File: config.mk
export PLATFORM = sky130hd
export DESIGN_NAME = multi_cycle_ctrl_flat
export DESIGN_NICKNAME = d
export VERILOG_FILES = /design/src/rtl/riscv_ctrl_pkg.sv /design/src/rtl/multi_cycle_ctrl_if.sv /design/src/rtl/imm_src_dec.sv /design/src/rtl/multi_cycle_ctrl.sv /design/src/flat_wrapper.sv
export SDC_FILE = /design/constraint.sdc
export NUM_CORES = 1
export LEC_CHECK = 0
export CAP_MARGIN = 20
export CORE_MARGIN = 3
export CORE_UTILIZATION = 25
export CTS_CLUSTER_DIAMETER = 120
export DETAILED_ROUTE_END_ITERATION = 10
export GPL_TIMING_DRIVEN = 0
export PLACE_DENSITY_LB_ADDON = 0.2
export SLEW_MARGIN = 10
export SYNTH_ARGS = -nofsm -noshare
export SYNTH_HDL_FRONTEND = slang
export SYNTH_HIERARCHICAL = 1
export SYNTH_SLANG_ARGS = --single-unit
File: constraint.sdc
create_clock -name CLK -period 3 [get_ports CLK]
set_clock_uncertainty 0.2 [all_clocks]
set_input_delay 0.6 -clock CLK [delete_from_list [all_inputs] [get_ports CLK]]
set_output_delay 0.6 -clock CLK [all_outputs]
set_load 0.01 [all_outputs]
File: src/rtl/riscv_ctrl_pkg.sv
// riscv_ctrl_pkg: shared constants for the multi-cycle RISC-V control path.
// Holds the FSM state encoding, decoded opcodes, datapath select encodings
// and the control-word struct driven by the main control FSM.
package riscv_ctrl_pkg;

  // FSM state encoding (4-bit, legacy-compatible constants)
  localparam logic [3:0] S_RESET    = 4'd0;
  localparam logic [3:0] S_FETCH    = 4'd1;
  localparam logic [3:0] S_DECODE   = 4'd2;
  localparam logic [3:0] S_MEMADR   = 4'd3;
  localparam logic [3:0] S_MEMREAD  = 4'd4;
  localparam logic [3:0] S_MEMWB    = 4'd5;
  localparam logic [3:0] S_MEMWRITE = 4'd6;
  localparam logic [3:0] S_EXECR    = 4'd7;
  localparam logic [3:0] S_EXECI    = 4'd8;
  localparam logic [3:0] S_ALUWB    = 4'd9;
  localparam logic [3:0] S_BEQ      = 4'd10;
  localparam logic [3:0] S_JAL      = 4'd11;
  localparam logic [3:0] S_TRAP     = 4'd12;

  // Supported opcodes (INSTR[6:0])
  localparam logic [6:0] OP_LW  = 7'b0000011;
  localparam logic [6:0] OP_SW  = 7'b0100011;
  localparam logic [6:0] OP_R   = 7'b0110011;
  localparam logic [6:0] OP_I   = 7'b0010011;
  localparam logic [6:0] OP_BEQ = 7'b1100011;
  localparam logic [6:0] OP_JAL = 7'b1101111;

  // ALU operation select
  localparam logic [1:0] ALU_OP_ADD   = 2'b00;
  localparam logic [1:0] ALU_OP_SUB   = 2'b01;
  localparam logic [1:0] ALU_OP_FUNCT = 2'b10;

  // ALU operand A select
  localparam logic [1:0] SRCA_PC    = 2'b00;
  localparam logic [1:0] SRCA_OLDPC = 2'b01;
  localparam logic [1:0] SRCA_RD1   = 2'b10;

  // ALU operand B select
  localparam logic [1:0] SRCB_RD2  = 2'b00;
  localparam logic [1:0] SRCB_IMM  = 2'b01;
  localparam logic [1:0] SRCB_FOUR = 2'b10;

  // Result mux select
  localparam logic [1:0] RES_ALUOUT    = 2'b00;
  localparam logic [1:0] RES_DATA      = 2'b01;
  localparam logic [1:0] RES_ALURESULT = 2'b10;

  // Memory address select
  localparam logic ADR_PC     = 1'b0;
  localparam logic ADR_ALUOUT = 1'b1;

  // Immediate format select
  localparam logic [1:0] IMM_I = 2'b00;
  localparam logic [1:0] IMM_S = 2'b01;
  localparam logic [1:0] IMM_B = 2'b10;
  localparam logic [1:0] IMM_J = 2'b11;

  // Control word produced by the FSM each cycle (IMM_SRC and ILLEGAL live apart)
  typedef struct packed {
    logic       mem_req;
    logic       mem_w;
    logic       pc_w;
    logic       ir_w;
    logic       reg_w;
    logic       adr_src;
    logic [1:0] alu_src_a;
    logic [1:0] alu_src_b;
    logic [1:0] result_src;
    logic [1:0] alu_op;
  } ctrl_t;

  // True for every opcode the core executes
  function automatic logic is_supported(input logic [6:0] op);
    return (op == OP_LW) || (op == OP_SW) || (op == OP_R) ||
           (op == OP_I) || (op == OP_BEQ) || (op == OP_JAL);
  endfunction

endpackage

File: src/rtl/multi_cycle_ctrl_if.sv
// multi_cycle_ctrl_if: controller <-> datapath/memory signal bundle.
//
// Memory handshake: MEM_REQ acts as valid and MEM_RDY as ready. While
// MEM_REQ is high the controller holds ADR_SRC and MEM_W stable; the access
// completes in the cycle where MEM_REQ and MEM_RDY are both high, and the
// controller moves on at the following edge. MEM_RDY is ignored while
// MEM_REQ is low.
interface multi_cycle_ctrl_if #(
  parameter int XLEN = 32
);
  logic [XLEN-1:0] INSTR;
  logic            ZERO;
  logic            MEM_RDY;
  logic            MEM_REQ;
  logic            MEM_W;
  logic            PC_W;
  logic            IR_W;
  logic            REG_W;
  logic            ADR_SRC;
  logic [1:0]      ALU_SRC_A;
  logic [1:0]      ALU_SRC_B;
  logic [1:0]      RESULT_SRC;
  logic [1:0]      ALU_OP;
  logic [1:0]      IMM_SRC;
  logic            ILLEGAL;

  // Controller side
  modport master (
    input  INSTR, ZERO, MEM_RDY,
    output MEM_REQ, MEM_W, PC_W, IR_W, REG_W, ADR_SRC,
           ALU_SRC_A, ALU_SRC_B, RESULT_SRC, ALU_OP, IMM_SRC, ILLEGAL
  );

  // Datapath / memory side
  modport slave (
    output INSTR, ZERO, MEM_RDY,
    input  MEM_REQ, MEM_W, PC_W, IR_W, REG_W, ADR_SRC,
           ALU_SRC_A, ALU_SRC_B, RESULT_SRC, ALU_OP, IMM_SRC, ILLEGAL
  );
endinterface

File: src/rtl/imm_src_dec.sv
// imm_src_dec: opcode -> immediate format select. Pure combinational so it
// can be shared with the single-cycle decoder.
module imm_src_dec
  import riscv_ctrl_pkg::*;
(
  input  logic [6:0] opcode,
  output logic [1:0] imm_src
);

  // Map each supported opcode to its immediate layout; others default to I
  always_comb begin
    imm_src = IMM_I;
    case (opcode)
      OP_LW:   imm_src = IMM_I;
      OP_I:    imm_src = IMM_I;
      OP_SW:   imm_src = IMM_S;
      OP_BEQ:  imm_src = IMM_B;
      OP_JAL:  imm_src = IMM_J;
      default: imm_src = IMM_I;
    endcase
  end

endmodule

File: src/rtl/multi_cycle_ctrl.sv
// multi_cycle_ctrl: main control FSM of the multi-cycle RISC-V core.
// Sequences fetch, decode, execute, memory and write-back over the shared
// datapath and stalls in place while memory is not ready.
//
// Build option ILLEGAL_TRAP_EN:
//   defined   - an unsupported opcode parks the FSM in S_TRAP with ILLEGAL
//               held high until reset.
//   undefined - an unsupported opcode is a NOP: back to S_FETCH, ILLEGAL
//               pulses for one cycle.
module multi_cycle_ctrl
  import riscv_ctrl_pkg::*;
#(
  parameter int XLEN             = 32,
  parameter int RST_STATE_CYCLES = 1   // 1..4 cycles in S_RESET after release
) (
  input  logic                CLK,
  input  logic                RST,     // asynchronous, active-low
  multi_cycle_ctrl_if.master  bus,
  output logic [3:0]          state_dbg
);

  localparam logic [2:0] RST_LOAD = 3'(RST_STATE_CYCLES - 1);

  logic [3:0] state;
  logic [3:0] state_next;
  logic [2:0] rst_cnt;
  logic       illegal_q;
  logic [6:0] opcode;
  logic [1:0] imm_src;
  ctrl_t      ctrl;
  logic       unused_instr;

  assign opcode = bus.INSTR[6:0];

  // Only the opcode is consumed here; funct fields go to the ALU decoder
  assign unused_instr = ^bus.INSTR[XLEN-1:7];

  imm_src_dec u_imm_src_dec (
    .opcode  (opcode),
    .imm_src (imm_src)
  );

  // State register; reset aborts any instruction in flight
  always_ff @(posedge CLK or negedge RST) begin
    if (!RST) state <= S_RESET;
    else      state <= state_next;
  end

  // Post-reset hold counter, reloaded on every reset
  always_ff @(posedge CLK or negedge RST) begin
    if (!RST)                                        rst_cnt <= RST_LOAD;
    else if (state == S_RESET && rst_cnt != 3'd0)    rst_cnt <= rst_cnt - 3'd1;
  end

  // ILLEGAL: one-cycle pulse after a bad decode, or held while trapped
  always_ff @(posedge CLK or negedge RST) begin
    if (!RST) illegal_q <= 1'b0;
    else      illegal_q <= (state == S_TRAP) ||
                           (state == S_DECODE && !is_supported(opcode));
  end

  // Next-state logic; memory states wait on MEM_RDY
  always_comb begin
    state_next = state;
    case (state)
      S_RESET:    if (rst_cnt == 3'd0) state_next = S_FETCH;
      S_FETCH:    if (bus.MEM_RDY) state_next = S_DECODE;
      S_DECODE: begin
        case (opcode)
          OP_LW, OP_SW: state_next = S_MEMADR;
          OP_R:         state_next = S_EXECR;
          OP_I:         state_next = S_EXECI;
          OP_BEQ:       state_next = S_BEQ;
          OP_JAL:       state_next = S_JAL;
`ifdef ILLEGAL_TRAP_EN
          default:      state_next = S_TRAP;
`else
          default:      state_next = S_FETCH;
`endif
        endcase
      end
      S_MEMADR:   state_next = (opcode == OP_SW) ? S_MEMWRITE : S_MEMREAD;
      S_MEMREAD:  if (bus.MEM_RDY) state_next = S_MEMWB;
      S_MEMWB:    state_next = S_FETCH;
      S_MEMWRITE: if (bus.MEM_RDY) state_next = S_FETCH;
      S_EXECR:    state_next = S_ALUWB;
      S_EXECI:    state_next = S_ALUWB;
      S_ALUWB:    state_next = S_FETCH;
      S_BEQ:      state_next = S_FETCH;
      S_JAL:      state_next = S_ALUWB;
      S_TRAP:     state_next = S_TRAP;
      default:    state_next = S_RESET;
    endcase
  end

  // Control outputs: Moore per state, except PC_W/IR_W follow MEM_RDY in
  // fetch and PC_W follows ZERO in the branch state
  always_comb begin
    ctrl = '0;
    case (state)
      S_FETCH: begin
        ctrl.mem_req    = 1'b1;
        ctrl.adr_src    = ADR_PC;
        ctrl.alu_src_a  = SRCA_PC;
        ctrl.alu_src_b  = SRCB_FOUR;
        ctrl.alu_op     = ALU_OP_ADD;
        ctrl.result_src = RES_ALURESULT;
        ctrl.ir_w       = bus.MEM_RDY;
        ctrl.pc_w       = bus.MEM_RDY;
      end
      S_DECODE: begin
        ctrl.alu_src_a = SRCA_OLDPC;
        ctrl.alu_src_b = SRCB_IMM;
        ctrl.alu_op    = ALU_OP_ADD;
      end
      S_MEMADR: begin
        ctrl.alu_src_a = SRCA_RD1;
        ctrl.alu_src_b = SRCB_IMM;
        ctrl.alu_op    = ALU_OP_ADD;
      end
      S_MEMREAD: begin
        ctrl.mem_req = 1'b1;
        ctrl.adr_src = ADR_ALUOUT;
      end
      S_MEMWB: begin
        ctrl.result_src = RES_DATA;
        ctrl.reg_w      = 1'b1;
      end
      S_MEMWRITE: begin
        ctrl.mem_req = 1'b1;
        ctrl.adr_src = ADR_ALUOUT;
        ctrl.mem_w   = 1'b1;
      end
      S_EXECR: begin
        ctrl.alu_src_a = SRCA_RD1;
        ctrl.alu_src_b = SRCB_RD2;
        ctrl.alu_op    = ALU_OP_FUNCT;
      end
      S_EXECI: begin
        ctrl.alu_src_a = SRCA_RD1;
        ctrl.alu_src_b = SRCB_IMM;
        ctrl.alu_op    = ALU_OP_FUNCT;
      end
      S_ALUWB: begin
        ctrl.result_src = RES_ALUOUT;
        ctrl.reg_w      = 1'b1;
      end
      S_BEQ: begin
        ctrl.alu_src_a  = SRCA_RD1;
        ctrl.alu_src_b  = SRCB_RD2;
        ctrl.alu_op     = ALU_OP_SUB;
        ctrl.result_src = RES_ALUOUT;
        ctrl.pc_w       = bus.ZERO;
      end
      S_JAL: begin
        ctrl.alu_src_a  = SRCA_OLDPC;
        ctrl.alu_src_b  = SRCB_FOUR;
        ctrl.alu_op     = ALU_OP_ADD;
        ctrl.result_src = RES_ALUOUT;
        ctrl.pc_w       = 1'b1;
      end
      default: ctrl = '0;
    endcase
  end

  assign bus.MEM_REQ    = ctrl.mem_req;
  assign bus.MEM_W      = ctrl.mem_w;
  assign bus.PC_W       = ctrl.pc_w;
  assign bus.IR_W       = ctrl.ir_w;
  assign bus.REG_W      = ctrl.reg_w;
  assign bus.ADR_SRC    = ctrl.adr_src;
  assign bus.ALU_SRC_A  = ctrl.alu_src_a;
  assign bus.ALU_SRC_B  = ctrl.alu_src_b;
  assign bus.RESULT_SRC = ctrl.result_src;
  assign bus.ALU_OP     = ctrl.alu_op;
  assign bus.IMM_SRC    = imm_src;
  assign bus.ILLEGAL    = illegal_q;
  assign state_dbg      = state;

endmodule

File: src/flat_wrapper.sv
// flat-port wrapper written by rule: the top's interface ports become plain ports
module multi_cycle_ctrl_flat import riscv_ctrl_pkg::*;
#(
  parameter int XLEN             = 32,
  parameter int RST_STATE_CYCLES = 1                                          
)
  (CLK, RST, state_dbg, bus_INSTR, bus_ZERO, bus_MEM_RDY, bus_MEM_REQ, bus_MEM_W, bus_PC_W, bus_IR_W, bus_REG_W, bus_ADR_SRC, bus_ALU_SRC_A, bus_ALU_SRC_B, bus_RESULT_SRC, bus_ALU_OP, bus_IMM_SRC, bus_ILLEGAL);
  multi_cycle_ctrl_if #(.XLEN(XLEN)) bus_i ();
  input  logic CLK;
  input  logic RST;
  output logic [3:0] state_dbg;
  input wire logic [$bits(bus_i.INSTR)-1:0] bus_INSTR;
  input wire logic [$bits(bus_i.ZERO)-1:0] bus_ZERO;
  input wire logic [$bits(bus_i.MEM_RDY)-1:0] bus_MEM_RDY;
  output wire logic [$bits(bus_i.MEM_REQ)-1:0] bus_MEM_REQ;
  output wire logic [$bits(bus_i.MEM_W)-1:0] bus_MEM_W;
  output wire logic [$bits(bus_i.PC_W)-1:0] bus_PC_W;
  output wire logic [$bits(bus_i.IR_W)-1:0] bus_IR_W;
  output wire logic [$bits(bus_i.REG_W)-1:0] bus_REG_W;
  output wire logic [$bits(bus_i.ADR_SRC)-1:0] bus_ADR_SRC;
  output wire logic [$bits(bus_i.ALU_SRC_A)-1:0] bus_ALU_SRC_A;
  output wire logic [$bits(bus_i.ALU_SRC_B)-1:0] bus_ALU_SRC_B;
  output wire logic [$bits(bus_i.RESULT_SRC)-1:0] bus_RESULT_SRC;
  output wire logic [$bits(bus_i.ALU_OP)-1:0] bus_ALU_OP;
  output wire logic [$bits(bus_i.IMM_SRC)-1:0] bus_IMM_SRC;
  output wire logic [$bits(bus_i.ILLEGAL)-1:0] bus_ILLEGAL;
  assign bus_i.INSTR = bus_INSTR;
  assign bus_i.ZERO = bus_ZERO;
  assign bus_i.MEM_RDY = bus_MEM_RDY;
  assign bus_MEM_REQ = bus_i.MEM_REQ;
  assign bus_MEM_W = bus_i.MEM_W;
  assign bus_PC_W = bus_i.PC_W;
  assign bus_IR_W = bus_i.IR_W;
  assign bus_REG_W = bus_i.REG_W;
  assign bus_ADR_SRC = bus_i.ADR_SRC;
  assign bus_ALU_SRC_A = bus_i.ALU_SRC_A;
  assign bus_ALU_SRC_B = bus_i.ALU_SRC_B;
  assign bus_RESULT_SRC = bus_i.RESULT_SRC;
  assign bus_ALU_OP = bus_i.ALU_OP;
  assign bus_IMM_SRC = bus_i.IMM_SRC;
  assign bus_ILLEGAL = bus_i.ILLEGAL;
  multi_cycle_ctrl #(.XLEN(XLEN), .RST_STATE_CYCLES(RST_STATE_CYCLES)) u_core (.CLK(CLK), .RST(RST), .bus(bus_i), .state_dbg(state_dbg));
endmodule
* Word level (Yosys, flattened, before mapping)
Index checks and enable logic that the tools add are counted.
** Storage, ports and cells
- Bits in registers :: 8
- Latch bits :: 0
- Memories :: 0
- Memory bits (writable) :: 0
- ROM bits :: 0
** Cells by class
- Bitwise logic cells :: 0
- Add/subtract/negate cells :: 1
- Mux-type cells :: 17
- Multiply operators :: 0
- Equal/unequal tests :: 22
- Reduce and logical (&&, ||, !) cells :: 22
- Divide/modulo/power cells :: 0
- Shift-type cells :: 0
- Order comparisons :: 0
** Operators with widths (number)
- $pmux 4 s5 :: 2
- $pmux 4 s9 :: 1
- $eq 4x4->1 const B :: 5
- $eq 4x3->1 const B :: 4
- $mux 4 :: 4
- $eq 7x6->1 const B :: 2
- $eq 7x7->1 const B :: 2
- $reduce_or 2->1 :: 6
- $reduce_or 3->1 :: 3
- $eq 4x2->1 const B :: 2
- $ne 2x2->1 const B :: 4
- $pmux 2 s2 :: 2
- $eq 7x2->1 const B :: 1
- $eq 7x5->1 const B :: 1
- $logic_or 1x1->1 :: 6
- $pmux 2 s3 :: 1
- $mux 1 :: 5
- $eq 4x1->1 const B :: 1
- $logic_not 4->1 :: 1
- $reduce_and 4->1 :: 1
- $logic_not 3->1 :: 1
- $pmux 1 s3 :: 1
- $reduce_bool 3->1 :: 1
- $sub 3x1->3 const B :: 1
- 3 further kinds :: 4

* Longest topological paths before layout
- Depth after elaboration :: 9
- Depth in mapped cells :: 6

* Hierarchy
The synthesis kept the hierarchy.
** Modules (own cells, without submodules)
- multi_cycle_ctrl :: cells an instance 88, times used 1, area an instance 715.7 um^2
- imm_src_dec :: cells an instance 6, times used 1, area an instance 43.8 um^2

* Least setup slack after synthesis
Ideal clock, no wire load.
- Path type :: register -> output
- From :: register u_core.state[0] (netlist: u_core/state_dbg[0])
- To :: output port bus_ALU_SRC_A[0]
- Required time :: 2.200 ns
- Arrival :: 1.209 ns
- Buffers on the path :: 2
- Path slack :: 0.991 ns
- Cell stages (with the launch flop) :: 5
- Cells stage by stage :: dfrtp_1 > buf_2 > buf_2 > xor2_1 > nor3b_1
** Between the ends
- Longest elaborated chain between the ends :: 3
- Elaborated cells between the ends (all ways) :: 10
- Those cells by class :: 7 x eq/ne; 1 x mux; 2 x reduce/logical
** RTL lines
- start: declaration :: RTL line multi_cycle_ctrl.sv:24 : logic [3:0] state;
- start signal: assignment :: RTL line multi_cycle_ctrl.sv:46 : else state <= state_next;
- $eq 4x3->1, or another cell as far along :: RTL line multi_cycle_ctrl.sv:100 : case (state)
- $reduce_or 2->1 (no line)
- $pmux 4 s5 (*) :: RTL line multi_cycle_ctrl.sv:100
- end: declaration :: RTL line flat_wrapper.sv:21 : output wire logic [$bits(bus_i.ALU_SRC_A)-1:0] bus_ALU_SRC_A;
Mark *: on every way between the ends. The rest lies on a longest branch, timed or not.

* Worst setup path after layout
- From :: input port bus_INSTR[6]
- To :: output port bus_IMM_SRC[0]
** Between the ends
- Longest elaborated chain between the ends :: 2
- Elaborated cells between the ends (all ways) :: 4
- Those cells by class :: 3 x eq/ne; 1 x mux
** RTL lines
- start: declaration :: RTL line flat_wrapper.sv:12 : input wire logic [$bits(bus_i.INSTR)-1:0] bus_INSTR;
- $eq 7x7->1 / $eq 7x6->1 (equally long branches) :: RTL line imm_src_dec.sv:13 : case (opcode)
- $pmux 2 s3 (*) :: RTL line imm_src_dec.sv:13
- end: declaration :: RTL line flat_wrapper.sv:25 : output wire logic [$bits(bus_i.IMM_SRC)-1:0] bus_IMM_SRC;
Marked as above.

==> summary.md <==
| Metric | Value |
|---|---|
| Fin worst setup slack | `0.0924 ns` |
| Syn Area/Cell | `8.08 um^2` |
| Die X | `61.1 um` |
| Synth Register Bits | `8` |
| HP Start | `u_core/rst_cnt[1]` |
| Period utilization | `96.9%` |
| Die Ht | `61.1 um` |
| Global Route Usage Sum | `11.7%` |
| Tot Pwr | `0.838 mW` |
| Multi-input gate area | `522 um^2` |
| CTS tree | `built` |
| RePlAce Congestion | `0.835` |
| Synth top area cells | `dfrtp_1 26%, nand2b_1 4.1%, nand3b_1 4.0%, nor2_1 4.0%, nor3b_1 4.0%` |
| I/O Buffers | `31` |
| MaxCap Viol Count | `0` |
| Fin. Hold Viols | `0` |
| Min cycle time layout | `2.91 ns` |
| Critical path capture point type | `output port` |
| CTS root buffer | `clkbuf_4` |
| Worst Hold Slack | `0.320 ns` |
| Layout cells sized above 1 | `10.2%` |
| Starting DRT DRC Count | `32` |
| Initial antenna violation count | `0` |
| CTS H-Tree Depth | `1` |
| Metal-1 WL | `925 um` |
| Crit Path Class | `input pin to output port` |
| First-pass GRT wire length | `3310 um` |
| Clock tree buffer depth | `2` |
| Post-synth EDFFs | `0` |
| Cell Area, Synth | `759 um^2` |
| Via count | `805` |
| Area leader, netlist | `dfrtp_1` |
| Cells after DPL | `156` |
| Setup slack at placement | `-0.0361 ns` |
| Remaining Overflow, GRT | `0` |
| Detail-routed via count per cell | `5.06` |
| Hold path depth | `2` |
| Post-synth ARST share | `100%` |
| Antenna Cells | `0` |
| # IOs | `57` |
| Uppermost layer routed | `met3` |
| Worst skew pair latency | `0.25 ns` |
| Unrepaired setup endpoints after global routing | `false` |
| Routed wl met2 | `955 um` |
| Final #Nets | `168` |
| Post-synthesis cell type count | `40` |
| Actual slew at the worst max-slew pin | `0.411 ns` |
| Pwr/cell area | `743 nW/um^2` |
| Fin. max-slew vios | `0` |
| Vias in the first global route | `746` |
| Setup-failing EPs final | `0` |
| WHS Endpoint | `u_core/rst_cnt[1]` |
| Worst EP required | `2.20 ns` |
| Critical Path Fanout Max | `6` |
| Synth Warn # | `6` |
| Core area | `2830 um^2` |
| Clock transition at path regs | `0.05 ns` |
| Post-detail-place hpwl | `1650 um` |
| Relative slew slack | `72.6%` |
| Rows | `19` |
| HP Class | `flip-flop to flip-flop` |
| Wire length per cell | `12.9 um` |
| WL final | `2050 um` |
| Area fraction of the dominant cell type after synthesis | `26.4%` |
| TNS Setup | `0 ns` |
| Syn Inst Count | `94` |
| CP Data Arrival Time | `2.11 ns` |
| Routed Antenna Nets | `0` |
| Worst setup SP type | `input pin` |
| Most frequent cells in the layout | `29 x clkdlybuf4s50_1, 8 x nor2_1, 8 x dfrtp_1` |
| FF-to-FF Start | `u_core/state_dbg[3]` |
| Max Clk Rate | `344 MHz` |
| Register area | `200 um^2` |
| CTS buffer count | `3` |
| Drt drc | `0` |
| Layout Cells excl Fill | `159` |
| Largest net degree at the start of global routing | `11` |
| WL met3 | `164 um` |
| Leakage | `0.435 nW` |
| Most common cell after layout, fill and taps aside | `clkdlybuf4s50_1` |
| R2R depth | `4` |
| Worst R2R End | `u_core/state_dbg[1]` |
| Post-CTS Setup Bufs | `0` |
| Layout filler cell count | `308` |
| Synthesis-to-finish area growth | `48.6%` |
| Pre-Repair DR Iteration Count | `4` |
| Clock sinks | `8` |
| Synthesized Nets | `132` |
| Worst reg-to-reg setup slack | `1.31 ns` |
| Peak VDD IR | `0.000500 V` |
| Initial Util | `26.8%` |
| Register area share after synthesis | `26.4%` |
| Die outline area | `3740 um^2` |
| Main flop type after synthesis | `dfrtp_1` |
| Status | `finished, final reports clean` |
-- routing by layer --
layer | up-vias | track usage, %
li1 | 412 | -
met1 | 372 | 15.8
met5 | - | 0
met4 | 0 | 5.26
met2 | 21 | 17.7
met3 | 0 | 2.73
-- critical path: stages --
cell and delay (ns):
clkdlybuf4s50_1 0.49, or3_1 0.34, a21boi_1 0.14, clkdlybuf4s50_1 0.54
-- worst max path at each step --
stage | start | cells after the start | slack (ns) | to
after floorplan | u_core/state_dbg[0] | 4 | 0.99 | bus_ALU_SRC_A[0]
after global placement | bus_INSTR[2] | 4 | -0.02 | bus_IMM_SRC[0]
after detailed placement | bus_INSTR[2] | 4 | -0.04 | bus_IMM_SRC[0]
after CTS | bus_INSTR[6] | 4 | 0.09 | bus_IMM_SRC[0]
after global routing | u_core/state_dbg[1] | 4 | 0.02 | bus_ALU_SRC_B[1]
final | bus_INSTR[6] | 4 | 0.09 | bus_IMM_SRC[0]
-- power breakdown --
part           switching (mW)  internal, mW
registers              0.0264         0.131
clock network          0.0342        0.0456
logic                   0.296         0.305
-- cell type report --
type,count,area share (%)
inverter,3,0.998
tap,31,3.44
timing repair buffer,31,27.3
clock buffer,3,2.00
multi-input combinational,78,46.2
buffer,5,2.33
sequential,8,17.7
-- Yosys cell counts, types with 2 or more instances --
library cell	count
a21oi_1	5
and3_1	2
buf_2	3
dfrtp_1	8
ha_1	2
inv_1	3
mux2i_1	2
nand2_1	5
nand2b_1	5
nand3_1	3
nand3b_1	4
nand4b_1	2
nor2_1	8
nor3_1	4
nor3b_1	4
o21ai_0	5
o22ai_1	3
xnor2_1	2
xor2_1	3
-- stage by stage --
stage / area, um^2 / util (%)
after floorplan: 759 / -
after global routing: 1130 / 39.9
after detailed placement: 1110 / 39.2
after CTS: 1130 / 39.9
after global placement: 1110 / 39.2
final: 1130 / 39.9
-- flip-flops by register name (all words and copies together) (netlist names) --
register / cells
u_core/state_dbg: 4
u_core/rst_cnt: 3
u_core/bus.ILLEGAL: 1
-- repair_timing --
action / in CTS / in global routing
resized for setup: 2 / 0
hold buffers: 0 / 0
endpoints found under the setup margin: 1 / 0
-- cell families after synthesis --
kind of cell,count (synthesis),synth area share (%)
AOI/OAI and AO/OA,20,16.5
xor gates and xnor gates,5,5.77
muxes,2,2.64
and+or+nand+nor,49,40.5
buffers and inverters,8,4.94
adders and majority gates,2,3.29
DFF,8,26.4
Power figures use the tool's default switching activity.
